==> src/rtl/fetch_stage.sv <==
// IF stage plus the IF/ID pipeline register: PC sequencing, redirect and stall handling, ID/EX bubble request.
// Optional feature: define FETCH_STATS_EN to add saturating redirect and stall counters.
module fetch_stage #(
    parameter logic [31:0] RESET_PC = 32'h0000_0000,
    parameter logic [31:0] NOP_INST = 32'h0000_0013
) (
    input  logic        cpu_clk,
    input  logic        cpu_rst_n,
    input  logic        ControlHazard,
    input  logic [31:0] RedirectPc,
    input  logic        DataHazardStall,
    input  logic [31:0] InstIn,
    output logic [31:0] IfPc,
    output logic [31:0] IdPc,
    output logic [31:0] IdPc4,
    output logic [31:0] IdInst,
    output logic        IdValid,
    output logic        FlushEx,
    output logic [1:0]  IfState
`ifdef FETCH_STATS_EN
    ,
    output logic [31:0] RedirectCount,
    output logic [31:0] StallCount
`endif
);

    typedef enum logic [1:0] {
        RUN    = 2'd0,
        HOLD   = 2'd1,
        BUBBLE = 2'd2
    } state_t;

    state_t state;
    logic   do_redirect;
    logic   do_stall;
    logic   redirect_lsb_unused;

    // A redirect overrides a simultaneous stall: the stalled consumer is on the wrong path.
    assign do_redirect = ControlHazard;
    assign do_stall    = DataHazardStall & ~ControlHazard;

    // Both hazards bubble ID/EX in the same cycle they are raised.
    assign FlushEx = ControlHazard | DataHazardStall;
    assign IfState = state;

    // Redirect targets are word-aligned by truncation; the low bits are dropped without a trap.
    assign redirect_lsb_unused = ^RedirectPc[1:0];

    // Every branch below assigns state, so the unused encoding 2'd3 cannot persist past one edge.
    always_ff @(posedge cpu_clk or negedge cpu_rst_n) begin
        if (!cpu_rst_n) begin
            IfPc    <= RESET_PC;
            IdPc    <= '0;
            IdPc4   <= '0;
            IdInst  <= NOP_INST;
            IdValid <= 1'b0;
            state   <= RUN;
        end else if (do_redirect) begin
            // NOTE: non-blocking assignments keep every register sampling pre-edge values, so IfPc+4 and IdPc see the same old IfPc.
            IfPc    <= {RedirectPc[31:2], 2'b00};
            IdInst  <= NOP_INST;
            IdValid <= 1'b0;
            state   <= BUBBLE;
        end else if (do_stall) begin
            state <= HOLD;
        end else begin
            IfPc    <= IfPc + 32'd4;
            IdPc    <= IfPc;
            IdPc4   <= IfPc + 32'd4;
            IdInst  <= InstIn;
            IdValid <= 1'b1;
            state   <= RUN;
        end
    end

`ifdef FETCH_STATS_EN
    always_ff @(posedge cpu_clk or negedge cpu_rst_n) begin
        if (!cpu_rst_n) begin
            RedirectCount <= '0;
            StallCount    <= '0;
        end else begin
            if (do_redirect && RedirectCount != 32'hFFFF_FFFF) RedirectCount <= RedirectCount + 32'd1;
            if (do_stall && StallCount != 32'hFFFF_FFFF)       StallCount    <= StallCount + 32'd1;
        end
    end
`endif

endmodule

==> config.mk <==
export PLATFORM = sky130hd
export DESIGN_NAME = fetch_stage
export DESIGN_NICKNAME = d
export VERILOG_FILES = /design/src/rtl/fetch_stage.sv
export SDC_FILE = /design/constraint.sdc
export NUM_CORES = 1
export LEC_CHECK = 0
export BUFFER_PORTS_ARGS = -buffer_cell sky130_fd_sc_hd__buf_4
export CAP_MARGIN = 40
export CORE_MARGIN = 2
export CORE_UTILIZATION = 50
export DETAILED_ROUTE_END_ITERATION = 10
export PLACE_DENSITY = 0.79
export SYNTH_ARGS = -nofsm -noshare
export SYNTH_HDL_FRONTEND = slang
export SYNTH_SLANG_ARGS = --single-unit
==> constraint.sdc <==
create_clock -name cpu_clk -period 2.3 [get_ports cpu_clk]
set_input_delay 0.115 -clock cpu_clk [delete_from_list [all_inputs] [get_ports cpu_clk]]
set_output_delay 0.115 -clock cpu_clk [all_outputs]
set_load 0.02 [all_outputs]
# Word level (Yosys, flattened, before mapping)
# Index checks and enable logic that the tools add are counted.
dict set report classes {
  reduce_logical 1
  magnitude_cmp 0
  n_mul 0
  n_eq_ne 1
  addsub 1
  div_mod_pow 0
  bitwise 4
  shifts 0
  mux 8
}
# cell count
set op_table {}
lappend op_table {{$mux W32} 4}
lappend op_table {{$add A32 B3 Y32 const B} 1}
lappend op_table {{$mux W1} 3}
lappend op_table {{$mux W2} 1}
lappend op_table {{$ne A2 B2 Y1 const B} 1}
lappend op_table {{$not A1 Y1} 2}
lappend op_table {{$reduce_and A2 Y1} 1}
lappend op_table {{$and A1 B1 Y1} 1}
lappend op_table {{$or A1 B1 Y1} 1}
dict set report totals {
  ff_bits 131
  n_memories 0
  mem_bits_rw 0
  word_cells 21
  romBits 0
  latchBits 0
}

# Depth between registers and ports, before layout
# Gate-level depths: netlist (run 1).
dict set report depth {
  word_depth 4
  depth_mapped 7
  depth_no_buf 5
}

# Worst setup path after synthesis (run 1)
# No wires, ideal clock.
dict set report synth_timing {
  path_type {register -> register}
  startpoint {register IfPc[2]}
  endpoint {register IdPc4[24]}
  synth_period_minus_slack_ns 2.257
  required_ns 2.218
  setup_ns 0.082
  path_stages_with_launch 7
  path_slack_ns 0.043
  n_path_buf 1
  t_arrival_ns 2.175
  path_cell_list {dfrtp_1 > ha_1 > nand3_1 > or4_4 > buf_2 > or3_1 > a31oi_1}
}
dict set report synth_via {
  elab_chain_len 1
}
# element line_no
set synth_rtl {}
lappend synth_rtl {{start: declaration} 13} ;# output logic [31:0] IfPc,
lappend synth_rtl {{start signal: assignment} 60} ;# IfPc <= {RedirectPc[31:2], 2'b00};
lappend synth_rtl {{start signal: assignment} 67} ;# IfPc <= IfPc + 32'd4;
lappend synth_rtl {{$add A32 B3 Y32} 69} ;# IdPc4 <= IfPc + 32'd4;
lappend synth_rtl {{end signal: assignment} 69}
lappend synth_rtl {{end: declaration} 15} ;# output logic [31:0] IdPc4,
# No other way between the ends.
# A chain may end at the register's enable or synchronous reset.

# Worst setup path in the final report (run 1)
dict set report layout_timing {
  startpoint {register IfPc[17]}
  endpoint {register IfPc[30]}
}
dict set report layout_via {
  elab_chain_len 3
}
# element line_no
set layout_rtl {}
lappend layout_rtl {{$add A32 B3 Y32} 67}
lappend layout_rtl {{$mux W32} 64} ;# end else if (do_stall) begin
lappend layout_rtl {{$mux W32} 58} ;# end else if (do_redirect) begin
# No other way between the ends. The select of a mux whose other input is x is not followed.

==> results.json, run 1 <==
{
  "outcome": "finished, violations left",
  "violations": "design-rule violations",
  "synth_area_um2": 5940,
  "synth_flop_cell": "dfrtp_1",
  "yosysUniqueCellTypes": 43,
  "drtPass1Iterations": 8,
  "clkTransAtPathRegs_ns": 0.05,
  "wire_per_inst_um": 17.9,
  "dr.first_iter.drc_count": 485,
  "finClkSkew_ns": 0.0112,
  "detail-route-antenna-nets": 0,
  "drive_gt1_frac": 0.299,
  "wl_met1_um": 7480,
  "syn_area_per_cell_um2": 9.35,
  "cts_buffers": 17,
  "p_leak_nw": 4.23,
  "dr.max_layer_used": "met4",
  "final_nets": 960,
  "fmax_ghz": 0.464,
  "layout_setup_ws_ns": 0.145,
  "vdd_ir_drop_max_v": 0.000589,
  "final.min_clock_period_ns": 2.15,
  "clk_latency_ns": 0.42,
  "ys_seq_area_frac": 0.527,
  "maxCapViolCount": 0,
  "hold_ws_ns": 0.0102,
  "grt_pass1_vias": 5890,
  "die_h_um": 113,
  "io_buffers": 191,
  "diodes": 0,
  "cellPowerDensity_nw_per_um2": 784,
  "cts_sinks": 125,
  "cp-start-kind": "flop",
  "synthArstFlopShare": 1.00,
  "std_cell_rows": 39,
  "routed-wl-met3_um": 1590,
  "maxSlewHeadroom": 0.570,
  "maxSlewViolCount": 0,
  "cp-end-kind": "flop",
  "setup_viol": 0,
  "core_um2": 11500,
  "wl_um": 18700,
  "area_delta_synth_final_pct": 48.8,
  "viasPerCell": 5.61,
  "crit_fanout": 7,
  "crit_required_ns": 2.63,
  "met2_length_um": 9220,
  "min_period_over_period": 0.937,
  "cts_tree": "done",
  "min_path_type": "in2reg",
  "synth_warnings": 0,
  "fin_setup_tns_ns": 0,
  "die_width_um": 113,
  "grt_max_degree": 58,
  "grt_pass1_wl_um": 29900,
  "antenna_found_initial": 0,
  "cts_buffer_depth": 2,
  "pre_cts_slack_ns": 0.173,
  "grt_usage": 0.299,
  "gr-total-overflow": 0,
  "worstMarginPinSlew_ns": 0.639,
  "routabilityCongestion": 0.858,
  "die_area_um2": 12800,
  "vias": 5871,
  "ff2ff_setup_slack_ns": 0.15,
  "root_buffer": "clkbuf_16",
  "synthesis.instances": 635,
  "start_util": 0.516,
  "arrival_ns": 2.49,
  "ys_seq_elements": 125,
  "place_hpwl_um": 12000,
  "ios": 200,
  "drc": 13,
  "synth-edff-count": 0,
  "htree_levels": 4,
  "final-hold-violation-count": 0,
  "rsz0062_at_grt": "false",
  "crit_type": "reg2reg"
}
per-stage QoR:
stage	std cells	utilization	total power, mW	instance area (um2)
after global placement	953	0.661	4.09	7620
after CTS	1047	0.767	6.95	8830
after detailed placement	953	0.661	4.14	7620
final	1047	0.768	6.93	8840
after floorplan	640	-	3.41	5960
after global routing	1047	0.768	7.20	8840
flip-flops by register name (all words and copies together) (netlist names):
register  count
IfPc         30
IdInst       32
IfState       2
IdPc4        30
IdValid       1
IdPc         30
critical path, cell delays in order (launching register included):
cell,delay [ns]
dfrtp_1,0.45
nand4_2,0.22
or4_1,0.64
or4_1,0.55
a31oi_1,0.19
worst paths after layout:
check | endpoint | cells past startpoint | from
setup / recovery | IfPc[30] | 4 | IfPc[17]
hold / removal | IfPc[17] | 3 | RedirectPc[17]
setup reg to reg | IfPc[30] | 4 | IfPc[17]
hold reg to reg | IdPc[29] | 2 | IdPc[29]
max in group asynchronous | IfPc[11] | 3 | cpu_rst_n
min in group asynchronous | IdPc[23] | 2 | cpu_rst_n
logic make-up (layout without fill, tap and decap cells):
kind of cell             Yosys count  after routing  share of synthesized area
XOR/XNOR                          27             27                     0.0398
AO/OA/AOI/OAI                     91             91                     0.0925
buffers and inverters             65            329                     0.0493
AND/OR/NAND/NOR                  292            292                      0.233
other                              1              6                   0.000631
flip-flops                       125            125                      0.527
adder cells (fa/ha/maj)            1              1                    0.00211
multiplexers                      33             33                     0.0556
cell type report:
| cell class | instances | area (um2) |
|---|---|---|
| Multi-Input combinational cell | 450 | 2550 |
| Inverter | 3 | 11.3 |
| Fill cell | 769 | 2680 |
| Tap cell | 143 | 179 |
| Clock inverter | 8 | 115 |
| Sequential cell | 125 | 3130 |
| Clock buffer | 24 | 482 |
| Timing Repair Buffer | 294 | 2370 |
power by group:
part           internal [mW]  total, mW  leakage, nW  switching [mW]
Clock                   1.78       2.72        0.298           0.936
Sequential              2.45       2.64         1.53           0.195
Combinational          0.696       1.58         2.40           0.880
Total                   4.92       6.93         4.23            2.01
layout by cell type, fill, tap and decap left out, drive strengths merged, types with 2 or more instances in the layout:
| cell type | synthesis | routed |
|---|---|---|
| a21oi | 3 | 3 |
| or4b | 5 | 5 |
| mux2i | 33 | 33 |
| clkbuf | 38 | 24 |
| buf | 24 | 232 |
| dlygate4sd3 | 0 | 62 |
| a31oi | 27 | 27 |
| o41ai | 5 | 5 |
| clkinv | 0 | 5 |
| or3 | 15 | 15 |
| nor4 | 8 | 8 |
| dfstp | 3 | 3 |
| nor2 | 69 | 69 |
| a211o | 2 | 2 |
| bufinv | 0 | 3 |
| o31ai | 10 | 10 |
| nand4b | 4 | 4 |
| or4 | 16 | 16 |
| inv | 3 | 3 |
| and3 | 4 | 4 |
| nor2b | 2 | 2 |
| xnor2 | 19 | 19 |
| nand3 | 7 | 7 |
| and4 | 3 | 3 |
| nand2b | 2 | 2 |
| xor2 | 8 | 8 |
| nand2 | 134 | 134 |
| nor3 | 4 | 4 |
| conb | 1 | 6 |
| nand4 | 14 | 14 |
| dfrtp | 122 | 122 |
| o21ai | 41 | 41 |
| and2 | 2 | 2 |
cell usage after synthesis, types with 7 or more instances:
cell / n / area (um2)
buf_4: 8 / 60.1
or3_1: 15 / 93.8
or4_1: 15 / 113
nor4_1: 8 / 50.1
xnor2_1: 19 / 166
o31ai_1: 10 / 75.1
xor2_1: 8 / 70.1
clkbuf_1: 36 / 135
nand4_1: 12 / 75.1
nor2_1: 69 / 259
mux2i_1: 33 / 330
a31oi_1: 27 / 169
buf_2: 13 / 65.1
nand2_1: 134 / 503
dfrtp_1: 122 / 3050
nand3_1: 7 / 35.0
o21ai_0: 41 / 205
per-layer routing:
layer | GRT usage | up-vias
li1 | - | 2690
met1 | 0.373 | 2832
met2 | 0.500 | 308
met3 | 0.0739 | 41
met4 | 0.123 | 0
met5 | 0 | -
repair_timing:
action / 4_1_cts / 5_1_grt
buffers inserted: 0 / 0
hold buffers: 62 / 0
resized for setup: 0 / 1
hold endpoints to repair: 87 / 0
endpoints found under the setup margin: 0 / 1
No activity file was read; power rests on OpenSTA's default activity.
==> run 2: changes to the inputs <==
- CORE_UTILIZATION: 50 -> 51
- PLACE_DENSITY: 0.79 -> 0.81
==> results.json, run 2 (same netlist as run 1, synthesis figures left out) <==
{
  "p_leak_nw": 4.18,
  "grt_pass1_vias": 6061,
  "largest_reg_flops": 32,
  "outcome": "completed",
  "die_h_um": 112,
  "final_common_cell": "buf_4",
  "finClkSkew_ns": 0.0131,
  "critPathSlowestCell": "or4_4",
  "arrival_ns": 2.51,
  "final.min_clock_period_ns": 2.21,
  "core_um2": 11400,
  "htree_levels": 4,
  "clk_latency_ns": 0.41,
  "grt_usage": 0.311,
  "drtPass1Iterations": 5,
  "crit_chain": "nand4_2, or4_4, or4_1, a31oi_1",
  "drc": 0,
  "crit_path_max_incr_delay_ns": 0.68,
  "cp-end-kind": "flop",
  "drive_gt1_frac": 0.299,
  "dr.first_iter.drc_count": 486,
  "grt_max_degree": 56,
  "cts_buffer_depth": 2,
  "path_buf_inv": 0,
  "maxCapViolCount": 0,
  "area_delta_synth_final_pct": 47.9,
  "cts_sinks": 125,
  "ios": 200,
  "vias": 5797,
  "fin_setup_tns_ns": 0,
  "worstMarginPinSlew_ns": 0.680,
  "setup_viol": 0,
  "wl_um": 18800,
  "min_path_type": "in2reg",
  "routabilityCongestion": 0.854,
  "cp-start-kind": "flop",
  "detail-route-antenna-nets": 0,
  "min_period_over_period": 0.961,
  "vdd_ir_drop_max_v": 0.000542,
  "place_hpwl_um": 11800,
  "num-fill-cells": 754,
  "final_cell_count_no_fill": 1036,
  "cellPowerDensity_nw_per_um2": 798,
  "die_width_um": 112,
  "final-hold-violation-count": 0,
  "layout_setup_ws_ns": 0.0904,
  "die_area_um2": 12500,
  "crit_required_ns": 2.60,
  "diodes": 0,
  "cts_buffers": 17,
  "clkTransAtPathRegs_ns": 0.05,
  "cts_tree": "done",
  "rsz0062_at_grt": "false",
  "crit_path_start": "IfPc[17]",
  "power_mw": 7.01,
  "min_from": "RedirectPc[27]",
  "gr-total-overflow": 0,
  "root_buffer": "clkbuf_16",
  "io_buffers": 191,
  "wire_per_inst_um": 18.2,
  "start_util": 0.522,
  "antenna_found_initial": 0,
  "dp.cells": 948,
  "final_cell_mix": "buf_4, nand2_1, dfrtp_1",
  "maxSlewViolCount": 0,
  "fmax_ghz": 0.453,
  "pre_cts_slack_ns": 0.143,
  "crit_fanout": 15,
  "crit_type": "reg2reg",
  "viasPerCell": 5.60,
  "maxSlewHeadroom": 0.543,
  "grt_pass1_wl_um": 31000,
  "rr_startpoint": "IfPc[17]",
  "top_register": "IdInst",
  "final_nets": 949,
  "std_cell_rows": 39,
  "path_delay_family": "simple AND/OR/NAND/NOR gates"
}
## run 2: cell types whose count changed in the layout (fill, tap and decap cells not counted), moves of 2 or more
cell           change
buf_4              -6
dlygate4sd3_1      -6
clkinv_2           -5
clkinv_4           +3
clkinvlp_4         +2
## run 2: metrics by stage
step,cell area (um2),hold WS [ns],utilization
2_1_floorplan,5960,-0.181,-
3_3_place_gp,7590,0.178,0.668
3_5_place_dp,7590,0.181,0.668
4_1_cts,8780,0.000933,0.772
5_1_grt,8780,0.0163,0.773
6_report,8780,0.0128,0.773
## run 2: worst paths after layout
check,end,cells past startpoint,slack [ns]
worst max register to register,IfPc[22],4,0.09
max in group asynchronous,IfPc[11],3,1.28
min in group asynchronous,IdPc[19],2,0.29
worst max-delay path,IfPc[22],4,0.09
worst min-delay path,IfPc[27],3,0.01
worst min register to register,IdPc[18],2,0.47
## run 2: metal layers
layer	track usage	vias to the layer above	share of wire
met3	0.0778	28	0.078
li1	-	2673	-
met4	0.115	0	0.018
met2	0.518	297	0.51
met5	0	-	0
met1	0.396	2799	0.40
## run 2: worst register-to-register path, delay by kind of cell, from the launching register on
| family | cells | cell delay [ns] |
|---|---|---|
| flip-flops | 1 | 0.49 |
| AO/OA/AOI/OAI | 1 | 0.23 |
| AND/OR/NAND/NOR | 3 | 1.39 |
## run 2: where the power goes
part | switching (mW) | leakage, nW | internal (mW)
registers | 0.193 | 1.53 | 2.45
clock network | 0.969 | 0.297 | 1.83
logic | 0.885 | 2.35 | 0.686
total | 2.05 | 4.18 | 4.96
## run 2: area by class of cell
type / instances / area, um2 / share of cell area
repair buffers: 283 / 2290 / 0.261
well taps: 143 / 179 / 0.0204
inverters: 3 / 11.3 / 0.00128
clock inverters: 8 / 131 / 0.0150
clock buffers: 24 / 492 / 0.0560
multi-input cells: 450 / 2550 / 0.290
flip-flops and latches: 125 / 3130 / 0.357
## run 2: repair_timing
item,in CTS,in global routing
gates resized for setup,0,2
hold buffers,56,0
setup buffers,0,0
setup endpoints to repair,0,8
hold endpoints to repair,101,0
